**src/rtl/rpn_sequencer.sv**
```systemverilog
// Token-driven RPN expression sequencer: buffers tokens in a FIFO and expands
// each one into two-cycle stack micro-commands, collecting the final result.
//
// state  | meaning
// IDLE   | waiting for a buffered token
// FETCH  | pop token, run pre-checks, latch micro-sequence
// CMD    | drive current micro-command to the stack
// CHK    | sample stack response, advance or finish
// DONE   | present result for one cycle
// ERROR  | sticky fault, FIFO flushed, waits for rst
module rpn_sequencer #(
  parameter int N          = 4,
  parameter int MAX_SIZE   = 1024,
  parameter int FIFO_DEPTH = 8
) (
  input  logic         clk,
  input  logic         rst,
  input  logic         token_valid,
  input  logic [N+1:0] token_data,
  output logic         token_ready,
  output logic [2:0]   stk_opcode,
  output logic [N-1:0] stk_input_data,
  input  logic [N-1:0] stk_output_data,
  input  logic         stk_overflow,
  input  logic         stk_success,
  output logic [N-1:0] result,
  output logic         result_valid,
  output logic         result_overflow,
  output logic         error,
  output logic         busy
);

  localparam int AW = $clog2(FIFO_DEPTH);
  localparam int CW = AW + 1;
  localparam int DW = $clog2(MAX_SIZE + 1);

  localparam logic [1:0] K_PUSH = 2'b00;
  localparam logic [1:0] K_ADD  = 2'b01;
  localparam logic [1:0] K_MUL  = 2'b10;
  localparam logic [1:0] K_END  = 2'b11;

  localparam logic [2:0] OP_NOP  = 3'b000;
  localparam logic [2:0] OP_ADD  = 3'b100;
  localparam logic [2:0] OP_MUL  = 3'b101;
  localparam logic [2:0] OP_PUSH = 3'b110;
  localparam logic [2:0] OP_POP  = 3'b111;

  typedef enum logic [2:0] {
    S_IDLE,
    S_FETCH,
    S_CMD,
    S_CHK,
    S_DONE,
    S_ERROR
  } state_t;

  state_t r_state, w_next_state;

  logic [N+1:0]  r_mem [FIFO_DEPTH];
  logic [AW-1:0] r_wr_ptr, r_rd_ptr;
  logic [CW-1:0] r_count;

  logic [1:0]    r_kind;
  logic [N-1:0]  r_value;
  logic [N-1:0]  r_capt;
  logic [1:0]    r_step;
  logic [DW-1:0] r_depth;
  logic          r_sticky;
  logic [N-1:0]  r_result;

  logic          w_full, w_empty, w_push, w_pop, w_flush;
  logic [N+1:0]  w_head;
  logic [1:0]    w_head_kind;
  logic          w_head_alu, w_cur_alu;
  logic          w_precheck_fail;
  logic          w_last_step;
  logic [2:0]    w_step_op;
  logic [N-1:0]  w_step_data;
  logic [2:0]    w_opcode;
  logic [N-1:0]  w_data;

  assign w_full      = (r_count == CW'(FIFO_DEPTH));
  assign w_empty     = (r_count == '0);
  assign w_flush     = (r_state == S_ERROR);
  assign token_ready = !w_full && (r_state != S_ERROR);
  assign w_push      = token_valid && token_ready;

  assign w_head      = r_mem[r_rd_ptr];
  assign w_head_kind = w_head[N+1:N];
  assign w_head_alu  = (w_head_kind == K_ADD) || (w_head_kind == K_MUL);
  assign w_cur_alu   = (r_kind == K_ADD) || (r_kind == K_MUL);

  always_comb begin
    w_precheck_fail = 1'b0;
    case (w_head_kind)
      K_PUSH:  w_precheck_fail = (r_depth == DW'(MAX_SIZE));
      K_END:   w_precheck_fail = (r_depth != DW'(1));
      default: w_precheck_fail = (r_depth < DW'(2));
    endcase
  end

  // ALU tokens expand to: ALU, pop, pop, push of the captured ALU result.
  always_comb begin
    w_step_op   = OP_PUSH;
    w_step_data = '0;
    w_last_step = 1'b1;
    case (r_kind)
      K_PUSH: begin
        w_step_op   = OP_PUSH;
        w_step_data = r_value;
      end
      K_END: w_step_op = OP_POP;
      default: begin
        w_last_step = (r_step == 2'd3);
        case (r_step)
          2'd0:    w_step_op = (r_kind == K_ADD) ? OP_ADD : OP_MUL;
          2'd1,
          2'd2:    w_step_op = OP_POP;
          default: begin
            w_step_op   = OP_PUSH;
            w_step_data = r_capt;
          end
        endcase
      end
    endcase
  end

  always_comb begin
    w_next_state = r_state;
    w_pop        = 1'b0;
    w_opcode     = OP_NOP;
    w_data       = '0;
    case (r_state)
      S_IDLE:  if (!w_empty) w_next_state = S_FETCH;
      S_FETCH: begin
        if (w_precheck_fail) begin
          w_next_state = S_ERROR;
        end else begin
          w_pop        = 1'b1;
          w_next_state = S_CMD;
        end
      end
      S_CMD: begin
        w_opcode     = w_step_op;
        w_data       = w_step_data;
        w_next_state = S_CHK;
      end
      S_CHK: begin
        if (!stk_success)          w_next_state = S_ERROR;
        else if (!w_last_step)     w_next_state = S_CMD;
        else if (r_kind == K_END)  w_next_state = S_DONE;
        else if (!w_empty)         w_next_state = S_FETCH;
        else                       w_next_state = S_IDLE;
      end
      S_DONE:  w_next_state = S_IDLE;
      default: w_next_state = S_ERROR;
    endcase
  end

  always_ff @(posedge clk) begin
    if (w_push) r_mem[r_wr_ptr] <= token_data;
  end

  always_ff @(posedge clk) begin
    if (rst || w_flush) begin
      r_wr_ptr <= '0;
      r_rd_ptr <= '0;
      r_count  <= '0;
    end else begin
      if (w_push) r_wr_ptr <= r_wr_ptr + AW'(1);
      if (w_pop)  r_rd_ptr <= r_rd_ptr + AW'(1);
      case ({w_push, w_pop})
        2'b10:   r_count <= r_count + CW'(1);
        2'b01:   r_count <= r_count - CW'(1);
        default: r_count <= r_count;
      endcase
    end
  end

  always_ff @(posedge clk) begin
    if (rst) begin
      r_state  <= S_IDLE;
      r_kind   <= K_PUSH;
      r_value  <= '0;
      r_capt   <= '0;
      r_step   <= '0;
      r_depth  <= '0;
      r_sticky <= 1'b0;
      r_result <= '0;
    end else begin
      r_state <= w_next_state;
      case (r_state)
        S_FETCH: begin
          if (!w_precheck_fail) begin
            r_kind  <= w_head_kind;
            r_value <= w_head[N-1:0];
            r_step  <= '0;
            if (w_head_kind == K_PUSH) r_depth <= r_depth + DW'(1);
            else if (w_head_alu || w_head_kind == K_END) r_depth <= r_depth - DW'(1);
          end
        end
        S_CHK: begin
          r_step <= r_step + 2'd1;
          if (stk_success) begin
            if (w_cur_alu && r_step == 2'd0) begin
              r_capt   <= stk_output_data;
              r_sticky <= r_sticky | stk_overflow;
            end
            if (r_kind == K_END) r_result <= stk_output_data;
          end
        end
        S_DONE: begin
          r_depth  <= '0;
          r_sticky <= 1'b0;
        end
        default: ;
      endcase
    end
  end

  assign stk_opcode      = w_opcode;
  assign stk_input_data  = w_data;
  assign result          = r_result;
  assign result_valid    = (r_state == S_DONE);
  assign result_overflow = (r_state == S_DONE) && r_sticky;
  assign error           = (r_state == S_ERROR);
  assign busy            = (r_state != S_IDLE);

endmodule

```
**config.mk**
```make
export PLATFORM = sky130hd
export DESIGN_NAME = rpn_sequencer
export DESIGN_NICKNAME = d
export VERILOG_FILES = /design/src/rtl/rpn_sequencer.sv
export SDC_FILE = /design/constraint.sdc
export NUM_CORES = 1
export LEC_CHECK = 0
export BUFFER_PORTS_ARGS = -buffer_cell sky130_fd_sc_hd__buf_2
export CORE_UTILIZATION = 35
export CTS_BUF_LIST = sky130_fd_sc_hd__clkbuf_4
export DETAILED_ROUTE_END_ITERATION = 16
export HOLD_SLACK_MARGIN = 0.05
export PLACE_DENSITY_LB_ADDON = 0.15
export SLEW_MARGIN = 10
export SYNTH_ARGS = -nofsm -noshare
export SYNTH_HDL_FRONTEND = slang
export SYNTH_SLANG_ARGS = --single-unit
export TNS_END_PERCENT = 5
```
**constraint.sdc**
```tcl
create_clock -name clk -period 5.3 [get_ports clk]
set_input_delay 0.53 -clock clk [delete_from_list [all_inputs] [get_ports clk]]
set_output_delay 0.53 -clock clk [all_outputs]
set_load 0.02 [all_outputs]
```
==> summary.md <==
| Metric | Value |
|---|---|
| Largest net degree at the start of global routing | `23` |
| Highest-count cells in the layout ignoring fill and taps | `edfxtp_1 (48), dfxtp_1 (44), nor2_1 (40)` |
| Post-DP HPWL | `6030 um` |
| Drt total wl | `8690 um` |
| Max incr delay on CP | `0.62 ns` |
| Die ar. | `12900 um^2` |
| Yosys reg bits | `92` |
| CTS sink count | `92` |
| Async SR Flop Fraction | `0` |
| CP Data Arrival Time | `4.76 ns` |
| Pwr dens | `469 nW/um^2` |
| Register Area | `2320 um^2` |
| Synthesized area | `4350 um^2` |
| Io pins | `31` |
| Hold Crit Class | `in -> reg` |
| Lkg Pwr | `1.69 nW` |
| Starting Density | `0.361` |
| Non-Filler Instances | `579` |
| Syn Inst Count | `386` |
| Minimum clock period | `4.37 ns` |
| Kind of critical path | `reg -> reg` |
| Initial antenna violation count | `0` |
| Final Core Density | `0.394` |
| Clk buf depth | `2` |
| Yosys cell types | `49` |
| Share of layout cells above drive strength 1 | `0.165` |
| Grt ovf | `0` |
| Most common cell after layout, fill and taps aside | `edfxtp_1` |
| GP Congestion | `0.721` |
| Cells after DPL | `563` |
| DR DRC count | `0` |
| Number of synthesized flops with an enable pin | `48` |
| Final hold vios | `0` |
| Layout fillers | `1195` |
| Worst VDD drop | `0.000161 V` |
| Crit-path cells | `mux4_2 -> mux2_2 -> inv_1 -> ha_1 -> or3b_2 -> a211o_1 -> and3_1 -> ha_1 -> xor2_1 -> ha_1 -> a21oi_1 -> xor2_1 -> or3_1 -> a21oi_1` |
| Tot GR Track Use | `0.146` |
| Crit share post-route | `0.825` |
| Post-CTS setup buffers | `0` |
| Worst skew pair latency | `0.47 ns` |
| Worst Path Max Fanout | `17` |
| Rows | `40` |
| Worst Max-Slew Pin Slew | `1.15 ns` |
| Die Y | `114 um` |
| Critical Path RT | `5.69 ns` |
| Hold buffer count at CTS | `0` |
| Max Fclk | `0.229 GHz` |
| Placed Area | `4620 um^2` |
| Area of the multi-input gates | `1870 um^2` |
| Htree depth | `3` |
| Total Power | `2.22 mW` |
| Max-Cap Viols | `0` |
| Most common flop cell mapped by yosys | `edfxtp_1` |
| RSZ-0062 raised after global routing | `no` |
| Die W | `114 um` |
| Clock-pin slew on the worst setup and hold paths | `0.15 ns` |
| First-pass iteration count of the detailed router | `5` |
| Design area | `4750 um^2` |
| Sequential fraction of the synthesis area | `0.534` |
| Vias in the first global route | `2839` |
| Synthesized net count | `420` |
| Max-slew violations | `0` |
| Area of the core | `12100 um^2` |
| Worst slew margin | `0.227` |
| Layout net count | `440` |
| CTS Root Buffer Type | `clkbuf_4` |
| CTS tree | `built` |
| Post_cts resized | `0` |
| Per-cell routed wire length | `15.0 um` |
| Antenna fix cells | `0` |
| Finish-stage setup viols | `0` |
| First-pass GRT wire length | `14300 um` |
| Syn avg cell area | `11.3 um^2` |
| Number of DRC markers in iteration 0 | `116` |
| CP Capture Type | `flop` |
| Port Buf Inserts | `30` |
| Num CTS Buffers | `9` |
| CP Launch Type | `flop` |
| Layout area overhead | `9.09%` |
| Worst Skew | `0.0279 ns` |
| Crit path top cell by count | `ha_1` |
| Critical-path top delay cell | `dfxtp_1` |
| Vias per cell | `5.07` |
| Post-detailed-route count of antenna-violating nets | `0` |
| Sum Neg Setup Slack | `0 ns` |
| Synth warnings | `0` |
| Status | `completed` |
| Vias | `2936` |
metal layers:
metal	vias up	share of wire	global-route usage	routed length, um
li1	1475	-	-	-
met1	1400	0.48	0.193	4170
met2	50	0.47	0.234	4110
met3	11	0.034	0.0367	299
met4	0	0.014	0.0526	122
met5	-	0	0	0
cell usage after synthesis (2+ instances only):
cell type	count	share of area
edfxtp_1	48	0.33
dfxtp_1	44	0.20
nor2_1	40	0.035
a21oi_1	29	0.033
nand2_1	23	0.020
nand3_1	22	0.025
ha_1	19	0.055
clkbuf_1	14	0.012
inv_1	14	0.012
mux2i_1	12	0.028
mux4_2	12	0.062
or4_1	9	0.016
nor3_1	8	0.0092
o211ai_1	8	0.014
a211oi_1	7	0.012
o21ai_0	7	0.0080
or3_1	6	0.0086
xor2_1	6	0.012
nand3b_1	5	0.0086
and3_1	4	0.0057
buf_2	4	0.0046
nand2b_1	4	0.0057
nor2b_1	4	0.0057
nor3b_1	3	0.0052
and2_1	2	0.0029
and3b_1	2	0.0040
buf_1	2	0.0017
buf_6	2	0.0052
mux2_2	2	0.0052
o21ai_1	2	0.0023
or2_2	2	0.0029
or4_4	2	0.0052
xnor2_1	2	0.0040
stage by stage:
stage,hold slack [ns],worst slack (ns)
after floorplan,0.429,1.07
after global placement,0.440,1.04
after detailed placement,0.447,0.942
after CTS,0.250,0.902
after global routing,0.278,0.612
final,0.289,0.929
worst max-delay path: cells and delay by family (launching register included):
| family | cells | cell delay, ns |
|---|---|---|
| AOI/OAI and AO/OA | 3 | 0.61 |
| and+or+nand+nor | 3 | 1.17 |
| buffers and inverters | 1 | 0.10 |
| adders and majority gates | 3 | 0.72 |
| xor gates and xnor gates | 2 | 0.25 |
| DFF | 1 | 0.62 |
| muxes | 2 | 0.84 |
sequential cells by signal, summed over array words and instances (netlist names), named ones only:
register	flops
r_value	4
result	4
r_sticky	1
r_count	4
r_depth	11
r_state	3
r_mem	48
r_capt	4
r_wr_ptr	3
r_rd_ptr	3
r_step	2
r_kind	2
final cells by class:
class / instances / share of cell area
multi-input cells: 258 / 0.395
clock inverters: 7 / 0.0132
flip-flops and latches: 92 / 0.489
clock buffers: 9 / 0.0142
repair buffers: 31 / 0.0332
well taps: 168 / 0.0443
inverters: 14 / 0.0111
cell families (layout without fill, tap and decap cells):
family | count (synthesis) | in the layout | synth area share
compound gates | 63 | 63 | 0.0952
xor+xnor | 8 | 8 | 0.0161
fa+ha+maj | 19 | 19 | 0.0546
buf+inv | 36 | 61 | 0.0357
flops | 92 | 92 | 0.534
mux | 26 | 26 | 0.0949
simple gates | 142 | 142 | 0.170
report_power, final:
group	switching [mW]	internal, mW
Clock	0.265	0.107
Sequential	0.127	0.850
Combinational	0.511	0.364
path summary, 6_finish.rpt:
path	start	end	slack (ns)	cells past startpoint
worst max-delay path	flop	r_count[2]	0.93	14
worst min-delay path	stk_overflow	r_sticky	0.29	3
worst max register to register	flop	r_count[2]	0.93	14
worst min register to register	result[0]	result[0]	0.46	2
Power figures use the tool's default switching activity.
